File: src/rtl/axi_lite_master.sv
// AXI4-Lite master that runs one client command at a time (read or write) and returns a single response.
// It also keeps saturating counts of completed reads, completed writes and error responses.
module axi_lite_master (
    input  logic        aclk,
    input  logic        areset,

    input  logic        cmd_valid,
    output logic        cmd_ready,
    input  logic        cmd_write,
    input  logic [31:0] cmd_addr,
    input  logic [31:0] cmd_wdata,

    output logic        rsp_valid,
    input  logic        rsp_ready,
    output logic [31:0] rsp_rdata,
    output logic [1:0]  rsp_resp,

    output logic [15:0] rd_count,
    output logic [15:0] wr_count,
    output logic [15:0] err_count,

    output logic [31:0] m_axi_araddr,
    output logic        m_axi_arvalid,
    input  logic        m_axi_arready,
    input  logic [31:0] m_axi_rdata,
    input  logic [1:0]  m_axi_rresp,
    input  logic        m_axi_rvalid,
    output logic        m_axi_rready,

    output logic [31:0] m_axi_awaddr,
    output logic        m_axi_awvalid,
    input  logic        m_axi_awready,
    output logic [31:0] m_axi_wdata,
    output logic [3:0]  m_axi_wstrb,
    output logic        m_axi_wvalid,
    input  logic        m_axi_wready,
    input  logic [1:0]  m_axi_bresp,
    input  logic        m_axi_bvalid,
    output logic        m_axi_bready
);

    localparam logic [1:0]  RESP_OKAY = 2'b00;
    localparam logic [15:0] CNT_MAX   = 16'hFFFF;

    typedef enum logic [2:0] {
        IDLE,
        RADDR,
        RDATA,
        WRITE,
        WRESP,
        RSP
    } state_t;

    state_t      state_q, state_d;
    logic [31:0] addr_q, addr_d;
    logic [31:0] wdata_q, wdata_d;
    logic        aw_done_q, aw_done_d;
    logic        w_done_q, w_done_d;
    logic [31:0] rsp_rdata_q, rsp_rdata_d;
    logic [1:0]  rsp_resp_q, rsp_resp_d;
    logic [15:0] rd_count_q, rd_count_d;
    logic [15:0] wr_count_q, wr_count_d;
    logic [15:0] err_count_q, err_count_d;
    logic        rd_inc, wr_inc, err_inc;

    // Address and write data come straight from the captured command, so they cannot move while a valid is up.
    assign m_axi_araddr = addr_q;
    assign m_axi_awaddr = addr_q;
    assign m_axi_wdata  = wdata_q;
    assign m_axi_wstrb  = 4'hF;
    assign rsp_rdata    = rsp_rdata_q;
    assign rsp_resp     = rsp_resp_q;
    assign rd_count     = rd_count_q;
    assign wr_count     = wr_count_q;
    assign err_count    = err_count_q;

    always_comb begin
        state_d       = state_q;
        addr_d        = addr_q;
        wdata_d       = wdata_q;
        aw_done_d     = aw_done_q;
        w_done_d      = w_done_q;
        rsp_rdata_d   = rsp_rdata_q;
        rsp_resp_d    = rsp_resp_q;
        rd_inc        = 1'b0;
        wr_inc        = 1'b0;
        err_inc       = 1'b0;
        cmd_ready     = 1'b0;
        rsp_valid     = 1'b0;
        m_axi_arvalid = 1'b0;
        m_axi_rready  = 1'b0;
        m_axi_awvalid = 1'b0;
        m_axi_wvalid  = 1'b0;
        m_axi_bready  = 1'b0;

        case (state_q)
            IDLE: begin
                cmd_ready = 1'b1;
                if (cmd_valid) begin
                    addr_d  = cmd_addr;
                    wdata_d = cmd_wdata;
                    state_d = cmd_write ? WRITE : RADDR;
                end
            end
            RADDR: begin
                m_axi_arvalid = 1'b1;
                if (m_axi_arready) begin
                    state_d = RDATA;
                end
            end
            RDATA: begin
                m_axi_rready = 1'b1;
                if (m_axi_rvalid) begin
                    rsp_rdata_d = m_axi_rdata;
                    rsp_resp_d  = m_axi_rresp;
                    rd_inc      = 1'b1;
                    err_inc     = (m_axi_rresp != RESP_OKAY);
                    state_d     = RSP;
                end
            end
            WRITE: begin
                // AW and W complete independently; leave as soon as both are done, whichever edge that is.
                m_axi_awvalid = !aw_done_q;
                m_axi_wvalid  = !w_done_q;
                aw_done_d     = aw_done_q || m_axi_awready;
                w_done_d      = w_done_q || m_axi_wready;
                if (aw_done_d && w_done_d) begin
                    state_d = WRESP;
                end
            end
            WRESP: begin
                m_axi_bready = 1'b1;
                if (m_axi_bvalid) begin
                    rsp_rdata_d = 32'h0;
                    rsp_resp_d  = m_axi_bresp;
                    wr_inc      = 1'b1;
                    err_inc     = (m_axi_bresp != RESP_OKAY);
                    aw_done_d   = 1'b0;
                    w_done_d    = 1'b0;
                    state_d     = RSP;
                end
            end
            RSP: begin
                rsp_valid = 1'b1;
                if (rsp_ready) begin
                    state_d = IDLE;
                end
            end
            default: begin
                state_d = IDLE;
            end
        endcase

        rd_count_d  = (rd_inc && rd_count_q != CNT_MAX) ? rd_count_q + 16'd1 : rd_count_q;
        wr_count_d  = (wr_inc && wr_count_q != CNT_MAX) ? wr_count_q + 16'd1 : wr_count_q;
        err_count_d = (err_inc && err_count_q != CNT_MAX) ? err_count_q + 16'd1 : err_count_q;
    end

    always_ff @(posedge aclk) begin
        if (areset) begin
            state_q     <= IDLE;
            addr_q      <= 32'h0;
            wdata_q     <= 32'h0;
            aw_done_q   <= 1'b0;
            w_done_q    <= 1'b0;
            rsp_rdata_q <= 32'h0;
            rsp_resp_q  <= 2'b00;
            rd_count_q  <= 16'h0;
            wr_count_q  <= 16'h0;
            err_count_q <= 16'h0;
        end else begin
            state_q     <= state_d;
            addr_q      <= addr_d;
            wdata_q     <= wdata_d;
            aw_done_q   <= aw_done_d;
            w_done_q    <= w_done_d;
            rsp_rdata_q <= rsp_rdata_d;
            rsp_resp_q  <= rsp_resp_d;
            rd_count_q  <= rd_count_d;
            wr_count_q  <= wr_count_d;
            err_count_q <= err_count_d;
        end
    end

endmodule

File: config.mk
export PLATFORM = sky130hd
export DESIGN_NAME = axi_lite_master
export DESIGN_NICKNAME = d
export VERILOG_FILES = /design/src/rtl/axi_lite_master.sv
export SDC_FILE = /design/constraint.sdc
export NUM_CORES = 1
export LEC_CHECK = 0
export CORE_MARGIN = 10
export CORE_UTILIZATION = 40
export CTS_BUF_LIST = sky130_fd_sc_hd__clkbuf_8 sky130_fd_sc_hd__clkbuf_16
export CTS_CLUSTER_DIAMETER = 120
export DETAILED_ROUTE_END_ITERATION = 10
export PLACE_DENSITY = 0.83
export SYNTH_ARGS = -nofsm -noshare
export SYNTH_HDL_FRONTEND = slang
export SYNTH_SLANG_ARGS = --single-unit
File: constraint.sdc
create_clock -name aclk -period 4.7 [get_ports aclk]
set_input_delay 0.94 -clock aclk [delete_from_list [all_inputs] [get_ports aclk]]
set_output_delay 0.94 -clock aclk [all_outputs]
set_load 0.01 [all_outputs]
==> flow_metrics.py <==
metrics = {
    "power": {
        "ir_drop_mv": 0.3259,
        "power_frac_clock": 0.312,
        "p_seq_frac": 0.351,
        "p_leak_nw": 3.370,
        "finalPower_mw": 4.680,
        "p_sw_mw": 1.605,
        "switching_share": 0.3429,
        "intPower_mw": 3.076,
        "power_frac_comb": 0.337,
        "power_density_nw_per_um2": 461.1,
    },
    "worst_setup_path": {
        "cp_max_fo": 35,
        "critPathKind": "reg2out",
        "worst_ep_arrival_time_ns": 2.46,
        "start_kind": "flop",
        "cp-end-kind": "output pin",
        "worstPathRequired_ns": 3.76,
    },
    "yosys": {
        "ys_seq_area_frac": 0.4507,
        "syn_inst": 830,
        "synth_ff_type": "dfxtp_1",
        "ys_warn_count": 0,
        "ys_seq_elements": 151,
        "syn_avg_cell_area_um2": 8.082,
        "ys_types": 52,
        "synth_edf_count": 0,
        "postSynth.asyncResetShare": 0,
        "synth_area_um2": 6708,
    },
    "sta": {
        "fmax_ghz": 0.2939,
        "setup_tns_ns": 0,
        "drv_slew": 0,
        "hold_viol": 0,
        "finalClockSkew_ns": 0.01329,
        "slew_headroom": 0.2565,
        "fin_crit_ns": 3.402,
        "fin_ws_ns": 1.298,
        "worstMarginPinSlew_ns": 1.115,
        "rsz0062_at_grt": "no",
        "setup_viol": 0,
        "period_share": 0.7239,
    },
    "clock_tree": {
        "cts-root-buf": "clkbuf_16",
        "clk_path_buf_depth": 2,
        "htreeDepth": 4,
        "clkLatencyLatePin_ns": 0.42,
        "post-cts-setup-buffers": 0,
        "cts_inserted_buffers": 17,
        "holdBufCountCts": 0,
        "clock_sinks": 151,
        "ctsResizeCount": 0,
        "clk_pin_slew_ns": 0.06,
        "cts_tree": "done",
    },
    "layout": {
        "antenna_cells": 0,
        "fin_cells": 1289,
        "nets": 1169,
        "final_layout_size_suffix_gt1_frac": 0.05613,
        "syn2layout_area_growth_pct": 51.33,
        "postLayoutCellArea_um2": 10150,
    },
    "die": {
        "die_height_um": 149.5,
        "ios": 299,
        "die_x_um": 149.5,
        "rows": 47,
        "core-area_um2": 16520,
        "die_area_um2": 22350,
        "start_util": 0.4059,
    },
    "placed_design": {
        "port_buffers": 294,
        "dp.cells": 1257,
        "place_area_um2": 9514,
        "place_ws_ns": 1.406,
        "dpl.hpwl_mm": 17.02,
        "gp_congestion": 0.8769,
    },
    "detailed_routing": {
        "wire_per_inst_um": 18.26,
        "detail_route.iter0.violations": 409,
        "drt-total-wl_mm": 23.54,
        "via_per_inst": 5.398,
        "drt.antenna.violating_nets": 0,
        "vias": 6958,
        "dr.pass1.iters": 5,
        "drc": 0,
    },
    "grt": {
        "track_usage": 0.2012,
        "grt_overflow": 0,
        "grt_max_degree": 109,
        "grt_first_pass_wirelength_mm": 36.23,
        "grt_pass1_vias": 6689,
        "antenna_found_initial": 0,
    },
    "run_status": {
        "status": "complete, no violations",
    },
    "flow_run": {
        "drv_cap": 0,
    },
    "min_path": {
        "hp-class": "reg2reg",
    },
}
-- layout make-up --
class,instances,area [µm²]
fillers,1398,6374
multi-input cells,577,3191
flip-flops and latches,151,3023
repair buffers,304,3015
clock buffers,17,425.4
well taps,220,275.3
clock inverters,15,202.7
inverters,5,18.77
-- power groups by stage --
stage          Combinational, mW  Clock [mW]  Sequential, mW
5_1_grt                     1.73        1.55            1.67
4_1_cts                     1.59        1.49            1.64
3_3_place_gp                1.57           0            1.66
3_5_place_dp                1.59           0            1.67
6_report                    1.58        1.46            1.64
2_1_floorplan              0.808           0            1.69
-- synth_stat cells, drive strengths merged, types with 3 or more instances --
cell    instances  share of area
or4            27          0.030
a211o           3         0.0039
o22a            3         0.0039
ha              3         0.0056
nor2           17         0.0095
inv             5         0.0028
nand3          16          0.012
mux2            7          0.012
nor3            8         0.0060
nand2b          3         0.0028
nor2b           7         0.0065
dfxtp         151           0.45
nand4          51          0.048
nand2         149          0.083
buf            46          0.048
o31ai          23          0.026
or3            17          0.016
o21ai          50          0.037
a21oi         140           0.10
nor4            6         0.0056
nand3b          5         0.0056
clkbuf         54          0.030
nor3b           4         0.0045
and3            4         0.0037
-- flip-flops by register name, indices dropped and copies added (netlist names) --
register      count
err_count        16
w_done_q          1
rd_count         16
aw_done_q         1
m_axi_wdata      32
m_axi_araddr     32
state_q           3
rsp_rdata        32
rsp_resp          2
wr_count         16
-- per-stage QoR --
step / util / hold WS [ns]
after floorplan: - / 0.4805
after global placement: 0.5758 / 0.4409
after detailed placement: 0.5758 / 0.4461
after CTS: 0.6138 / 0.4542
after global routing: 0.6143 / 0.4710
final: 0.6143 / 0.4530
-- logic make-up (layout without fill, tap and decap cells) --
| group | count (synthesis) | in the layout | share of synthesized area |
|---|---|---|---|
| AND/OR/NAND/NOR | 328 | 328 | 0.2550 |
| AO/OA/AOI/OAI | 232 | 232 | 0.1914 |
| flip-flops | 151 | 151 | 0.4507 |
| buffers and inverters | 105 | 341 | 0.08077 |
| multiplexers | 9 | 9 | 0.01474 |
| adder cells (fa/ha/maj) | 3 | 3 | 0.005597 |
| other | 1 | 4 | 0.0005591 |
| XOR/XNOR | 1 | 1 | 0.001306 |
-- cells in the final DEF (no fill, tap or decap), drive strengths merged, types with 5 or more instances in the layout --
cell type      netlist  layout
a21oi              140     140
buf                 46      11
clkbuf              54      17
clkdlybuf4s50        0     293
dfxtp              151     151
inv                  5      14
mux2                 7       7
nand2              149     149
nand3               16      16
nand3b               5       5
nand4               51      51
nor2                17      17
nor2b                7       7
nor3                 8       8
nor4                 6       6
o21ai               50      50
o31ai               23      23
or3                 17      17
or4                 27      27
-- worst max-delay path, stage by stage, from the launching register on --
cell,delay [ns]
dfxtp_1,0.69
or3b_1,0.40
buf_4,0.26
inv_2,0.14
clkdlybuf4s50_1,0.55
-- worst paths after layout --
path,slack [ns],to,cells past startpoint,startpoint
setup / recovery,1.30,m_axi_bready,4,state_q[2]
hold / removal,0.45,m_axi_wdata[28],2,m_axi_wdata[28]
setup reg to reg,2.07,err_count[10],4,state_q[2]
hold reg to reg,0.45,m_axi_wdata[28],2,m_axi_wdata[28]
-- per-layer routing --
metal  wire [µm]  GRT usage  vias to the layer above
met2       11340     0.3189                      269
met3        2451    0.08967                       43
met1        9092     0.2349                     3232
li1            -          -                     3414
met5           0          0                        -
met4         652    0.07458                        0
(Power assumes the default switching activity.)
